===== config.mk =====
export PLATFORM = sky130hd
export DESIGN_NAME = i2c_target
export DESIGN_NICKNAME = d
export VERILOG_FILES = /design/src/rtl/i2c_target_pkg.sv /design/src/rtl/i2c_bus_filter.sv /design/src/rtl/i2c_target.sv
export SDC_FILE = /design/constraint.sdc
export NUM_CORES = 1
export LEC_CHECK = 0
export CAP_MARGIN = 20
export CORE_ASPECT_RATIO = 0.5
export CORE_MARGIN = 2
export CORE_UTILIZATION = 35
export DETAILED_ROUTE_END_ITERATION = 10
export GPL_TIMING_DRIVEN = 1
export PLACE_DENSITY = 0.65
export SYNTH_ARGS = -nofsm -noshare
export SYNTH_HDL_FRONTEND = slang
export SYNTH_HIERARCHICAL = 1
export SYNTH_SLANG_ARGS = --single-unit
export TNS_END_PERCENT = 5

===== constraint.sdc =====
create_clock -name clk -period 2.18 [get_ports clk]
set_input_delay 0.545 -clock clk [delete_from_list [all_inputs] [get_ports clk]]
set_output_delay 0.545 -clock clk [all_outputs]
set_load 0.01 [all_outputs]

===== src/rtl/i2c_target_pkg.sv =====
// Shared types for the I2C target: FSM state encoding and bit-counter width.
package i2c_target_pkg;

    localparam int unsigned BIT_CNT_W = 3;

    typedef enum logic [2:0] {
        StIdle,
        StAddr,
        StAddrAck,
        StWrByte,
        StWrAck,
        StRdByte,
        StRdAck,
        StIgnore
    } state_e;

endpackage


===== src/rtl/i2c_bus_filter.sv =====
// Synchronizes and glitch-filters SCL/SDA, then derives SCL edges and START/STOP pulses.
module i2c_bus_filter #(
    parameter int unsigned FILT = 3
) (
    input  logic clk,
    input  logic rst,
    input  logic scl_in,
    input  logic sda_in,
    output logic sda,
    output logic scl_rise,
    output logic scl_fall,
    output logic start,
    output logic stop
);

    localparam int unsigned CNT_W = 3;

    // Index 0 carries SCL, index 1 carries SDA.
    logic [1:0]       meta_q, sync_q, filt_q, prev_q;
    logic [CNT_W-1:0] cnt_q [2];

    always_ff @(posedge clk or posedge rst) begin
        if (rst) begin
            meta_q <= 2'b11;
            sync_q <= 2'b11;
            filt_q <= 2'b11;
            prev_q <= 2'b11;
            for (int i = 0; i < 2; i++) cnt_q[i] <= '0;
        end else begin
            meta_q <= {sda_in, scl_in};
            sync_q <= meta_q;
            prev_q <= filt_q;
            for (int i = 0; i < 2; i++) begin
                if (sync_q[i] == filt_q[i]) begin
                    cnt_q[i] <= '0;
                end else if (cnt_q[i] == CNT_W'(FILT - 1)) begin
                    filt_q[i] <= sync_q[i];
                    cnt_q[i]  <= '0;
                end else begin
                    cnt_q[i] <= cnt_q[i] + CNT_W'(1);
                end
            end
        end
    end

    assign sda      = filt_q[1];
    assign scl_rise = filt_q[0] & ~prev_q[0];
    assign scl_fall = ~filt_q[0] & prev_q[0];
    assign start    = filt_q[0] & prev_q[0] & prev_q[1] & ~filt_q[1];
    assign stop     = filt_q[0] & prev_q[0] & ~prev_q[1] & filt_q[1];

endmodule


===== src/rtl/i2c_target.sv =====
// 7-bit I2C target bridging bus bytes to an 8-bit register port with pointer auto-increment.
module i2c_target
    import i2c_target_pkg::*;
#(
    parameter int unsigned FILT = 3,
    parameter int unsigned HOLD = 2
) (
    input  logic       clk,
    input  logic       rst,
    input  logic [6:0] my_addr,
    input  logic       scl_in,
    input  logic       sda_in,
    output logic       sda_out,
    output logic       sda_oe,
    output logic [7:0] reg_addr,
    output logic [7:0] reg_wdata,
    output logic       reg_we,
    output logic       reg_re,
    input  logic [7:0] reg_rdata,
    output logic       busy,
    output logic       addressed,
    output logic       done
);

    localparam int unsigned HOLD_W = 3;

    state_e                 state_q, state_d;
    logic [BIT_CNT_W-1:0]   cnt_q;
    logic [7:0]             sr_q;
    logic                   rw_q, ptr_loaded_q, ld_q;
    logic [HOLD_W-1:0]      hold_q;
    logic                   sda, scl_rise, scl_fall, start, stop;
    logic                   drive_want, apply, last_bit;
    logic [7:0]             byte_in;

    i2c_bus_filter #(.FILT(FILT)) u_filter (
        .clk      (clk),
        .rst      (rst),
        .scl_in   (scl_in),
        .sda_in   (sda_in),
        .sda      (sda),
        .scl_rise (scl_rise),
        .scl_fall (scl_fall),
        .start    (start),
        .stop     (stop)
    );

    assign sda_out  = 1'b0;
    assign byte_in  = {sr_q[6:0], sda};
    assign last_bit = (cnt_q == BIT_CNT_W'(7));
    assign apply    = (HOLD <= 1) ? scl_fall : (hold_q == HOLD_W'(1));

    always_ff @(posedge clk or posedge rst) begin
        if (rst) state_q <= StIdle;
        else     state_q <= state_d;
    end

    always_comb begin
        state_d = state_q;
        if (stop) begin
            state_d = StIdle;
        end else if (start) begin
            state_d = StAddr;
        end else begin
            unique case (state_q)
                StAddr:    if (scl_rise && last_bit)
                               state_d = (byte_in[7:1] == my_addr) ? StAddrAck : StIgnore;
                // Reads wait for the fetched byte before driving it out.
                StAddrAck: if (rw_q ? ld_q : scl_rise) state_d = rw_q ? StRdByte : StWrByte;
                StWrByte:  if (scl_rise && last_bit) state_d = StWrAck;
                StWrAck:   if (scl_rise) state_d = StWrByte;
                StRdByte:  if (scl_rise && last_bit) state_d = StRdAck;
                StRdAck:   if (ld_q) state_d = StRdByte;
                           else if (scl_rise && sda) state_d = StIgnore;
                default:   state_d = state_q;
            endcase
        end
    end

    always_comb begin
        drive_want = 1'b0;
        unique case (state_q)
            StAddrAck, StWrAck: drive_want = 1'b1;
            StRdByte:           drive_want = ~sr_q[7];
            default:            drive_want = 1'b0;
        endcase
    end

    always_ff @(posedge clk or posedge rst) begin
        if (rst) begin
            sda_oe <= 1'b0;
            hold_q <= '0;
        end else begin
            if (scl_fall)          hold_q <= HOLD_W'(HOLD - 1);
            else if (hold_q != '0) hold_q <= hold_q - HOLD_W'(1);
            if (start || stop) sda_oe <= 1'b0;
            else if (apply)    sda_oe <= drive_want;
        end
    end

    always_ff @(posedge clk or posedge rst) begin
        if (rst) begin
            cnt_q        <= '0;
            sr_q         <= '0;
            rw_q         <= 1'b0;
            ptr_loaded_q <= 1'b0;
            ld_q         <= 1'b0;
            reg_addr     <= '0;
            reg_wdata    <= '0;
            reg_we       <= 1'b0;
            reg_re       <= 1'b0;
            busy         <= 1'b0;
            addressed    <= 1'b0;
            done         <= 1'b0;
        end else begin
            reg_we <= 1'b0;
            reg_re <= 1'b0;
            done   <= 1'b0;
            ld_q   <= reg_re;
            if (reg_we) reg_addr <= reg_addr + 8'd1;
            if (stop) begin
                busy      <= 1'b0;
                addressed <= 1'b0;
                done      <= addressed;
                cnt_q     <= '0;
            end else if (start) begin
                busy      <= 1'b1;
                addressed <= 1'b0;
                cnt_q     <= '0;
            end else begin
                if (scl_rise && (state_q inside {StAddr, StWrByte, StRdByte})) begin
                    cnt_q <= cnt_q + BIT_CNT_W'(1);
                    sr_q  <= byte_in;
                end
                unique case (state_q)
                    StAddr: if (scl_rise && last_bit) begin
                        rw_q <= sda;
                        if (byte_in[7:1] == my_addr) addressed <= 1'b1;
                    end
                    StAddrAck: if (scl_rise) begin
                        if (rw_q) reg_re       <= 1'b1;
                        else      ptr_loaded_q <= 1'b0;
                    end
                    StWrByte: if (scl_rise && last_bit) begin
                        if (ptr_loaded_q) begin
                            reg_wdata <= byte_in;
                            reg_we    <= 1'b1;
                        end else begin
                            reg_addr     <= byte_in;
                            ptr_loaded_q <= 1'b1;
                        end
                    end
                    StRdAck: if (scl_rise) begin
                        reg_addr <= reg_addr + 8'd1;
                        if (!sda) reg_re <= 1'b1;
                    end
                    default: ;
                endcase
                if (ld_q) sr_q <= reg_rdata;
            end
        end
    end

endmodule


==> out/qor.yml, run 1 <==
status:
  status: "finished, final reports clean"
worst_setup_path:
  worstPathArrival_ns: 1.54
  critPathCaptureType: "output port"
  crit_path_cell_trace: "clkdlybuf4s50_1"
  worstSetupPathType: "reg2out"
  critical-path-top-delay-family: "buffers and inverters"
  cpMaxStageDelayCell: "clkdlybuf4s50_1"
  path_buf_inv: 1
  crit_start: "reg_we"
  critPathMaxFanout: 12
  max_stage_delay_ns: 0.63
  critPathLaunchType: "register"
  timing.rr.start: "u_filter/filt_q[1]"
  required_ns: 1.63
hold_path:
  worstHoldPathType: "reg2reg"
  hold_start: "u_filter/meta_q[0]"
sta:
  hold_viol: 0
  fin_crit_sh_pct: 95.7
  setup_ws_ns: 0.0941
  skew_ns: 0.00496
  setup_viol: 0
  fmax_mhz: 479
  maxSlewViolCount: 0
  post-route-min-period_ns: 2.09
  max_slew_margin_pct: 63.1
  tightest_slew_ns: 0.553
  grt_setup_unrepaired: "false"
  setup_tns_ns: 0
clocking:
  cts_buffer_depth: 2
  cts_setup_buffers: 0
  path_clk_slew_ns: 0.07
  cts_tree: "yes"
  cts_htree_levels: 2
  cts-root-buf: "clkbuf_16"
  cts_sinks: 56
  numCtsBuffers: 5
  clkLatencyLatePin_ns: 0.30
yosys:
  synthCells: 301
  yosysSeqAreaShare_pct: 44.6
  synth_edf_count: 0
  netlist.area_leader.share_pct: 38.0
  ys_seq_elements: 56
  synth_cell_type_count: 60
  synth_common_cells: "48 x dfrtp_1, 26 x nor2_1, 25 x mux2_2, 15 x a21oi_1"
  yosysWarnings: 6
  async_reset_ff_share_pct: 100
  yosysTopAreaCell: "dfrtp_1"
  syn_nets: 326
  yosysMostFrequentCell: "dfrtp_1"
  avgSynthCellArea_sq_um: 10.5
  synth_area_sq_um: 3160
  synth.top_cells.by_area: "dfrtp_1 38%, mux2_2 8.9%, dfstp_2 6.6%"
  synth_ff_type: "dfrtp_1"
power:
  max-vdd-ir-drop_uv: 490
  finalPower_mw: 4.90
  power.density_nw_per_um2: 1260
  leakage_nw: 1.68
floorplanning:
  io_pins: 42
  start_util_pct: 36.2
  core-area_sq_um: 8740
  chipHeight_um: 71.2
  fp-row-count: 24
  fp.dieW_um: 138
  die_area_sq_um: 9860
grt:
  grt_pass1_wl_mm: 13.0
  grt_max_degree: 43
  grt_pass1_vias: 2561
  overflow: 0
  antenna_found_initial: 0
  grt_usage_pct: 16.7
drt:
  post_drt_wl_per_cell_um: 16.5
  drtPass1Iterations: 4
  vias: 2497
  drtAntennaViolNets: 0
  wl_mm: 7.71
  drt_iter0_markers: 163
  drcViolationCount: 0
  vias_per_cell: 5.36
finish:
  diodes: 0
  instances_no_fill: 466
  synthToLayoutAreaGrowth_pct: 23.3
  nets: 373
  drive_gt1_share_pct: 18.9
placed_design:
  gp_congestion: 0.905
  io_buffer_count: 40
  place_inst: 458
  pre_cts_ws_ns: 0.127
  hpwl_mm: 5.67
flow_run:
  max_cap_viol_count: 0
[metal layers]
layer  global-route usage (%)  up-vias  wire length (um)
met1                     21.5     1221              3400
met4                     6.58        0               151
met5                        0        -                 0
li1                         -     1187                 -
met2                     28.2       76              3730
met3                     3.39       13               428
[placed cells by master, fill, tap and decap left out, drive strengths merged, types with 3 or more instances in the layout]
master,n
xor2,5
xnor2,12
buf,14
mux2i,9
ha,6
nand2,12
nand2b,5
nor3,6
mux2,27
a21oi,16
o21ai,8
nor3b,4
inv,10
nand3b,7
nor2,28
clkdlybuf4s50,40
o22ai,6
a211oi,5
dfrtp,48
nand4,6
dfstp,8
nand3,6
nor2b,7
and2,3
o31ai,5
or2,3
clkbuf,6
o211ai,3
[cells by family (layout without fill, tap and decap cells)]
kind of cell               Yosys count  in the layout  share of synthesized area (%)
AOI/OAI and AO/OA                   65             65                           14.4
xor gates and xnor gates            17             17                           4.71
adders and majority gates            6              6                           2.37
buffers and inverters               24             72                           3.32
DFF                                 56             56                           44.6
muxes                               36             36                           12.5
other                                1              1                          0.119
and+or+nand+nor                     96             96                           17.9
[metrics by stage]
step	hold WS (ns)	utilization (%)	instance area, sq um
3_3_place_gp	0.346	42.9	3750
6_report	0.356	44.6	3900
2_1_floorplan	0.345	-	3160
4_1_cts	0.358	44.5	3890
5_1_grt	0.362	44.6	3900
3_5_place_dp	0.347	42.9	3750
[power breakdown]
part / leakage (nW) / switching (mW) / internal, mW
Combinational: 0.901 / 1.08 / 1.11
Clock: 0.0671 / 0.380 / 0.429
Sequential: 0.707 / 0.501 / 1.39
[sequential cells by signal (all words and copies together), names as in the netlist, 2 cells and up]
name             flops
reg_addr             8
reg_wdata            8
sr_q                 8
u_filter/cnt_q       6
cnt_q                3
hold_q               3
state_q              3
u_filter/filt_q      2
u_filter/meta_q      2
u_filter/prev_q      2
u_filter/sync_q      2
[worst paths after layout]
kind	end	slack [ns]	depth (start not counted)
hold / removal	u_filter/sync_q[0]	0.36	0
min in group asynchronous	u_filter/cnt_q[4]	0.61	2
setup reg to reg	reg_wdata[1]	0.12	6
hold reg to reg	u_filter/sync_q[0]	0.36	0
setup / recovery	reg_we	0.09	1
max in group asynchronous	cnt_q[0]	1.08	3
[cell type report]
cell class              instances  area, sq um
clock inverters                 2         16.3
well taps                     117          146
multi-input cells             221         1650
clock buffers                   6          129
fillers                       819         4840
repair buffers                 54          505
flip-flops and latches         56         1410
inverters                      10         37.5
[what timing repair did]
item,4_1_cts,5_1_grt
gates resized for setup,0,1
setup endpoints to repair,0,1
hold buffers,0,0
No activity file was read; power rests on OpenSTA's default activity.
==> run 2, diff against run 1 <==
GPL_TIMING_DRIVEN = not set   (was 1)
==> results of run 2 <==
No change in the layout: final DEF, timing and power equal those of run 1.
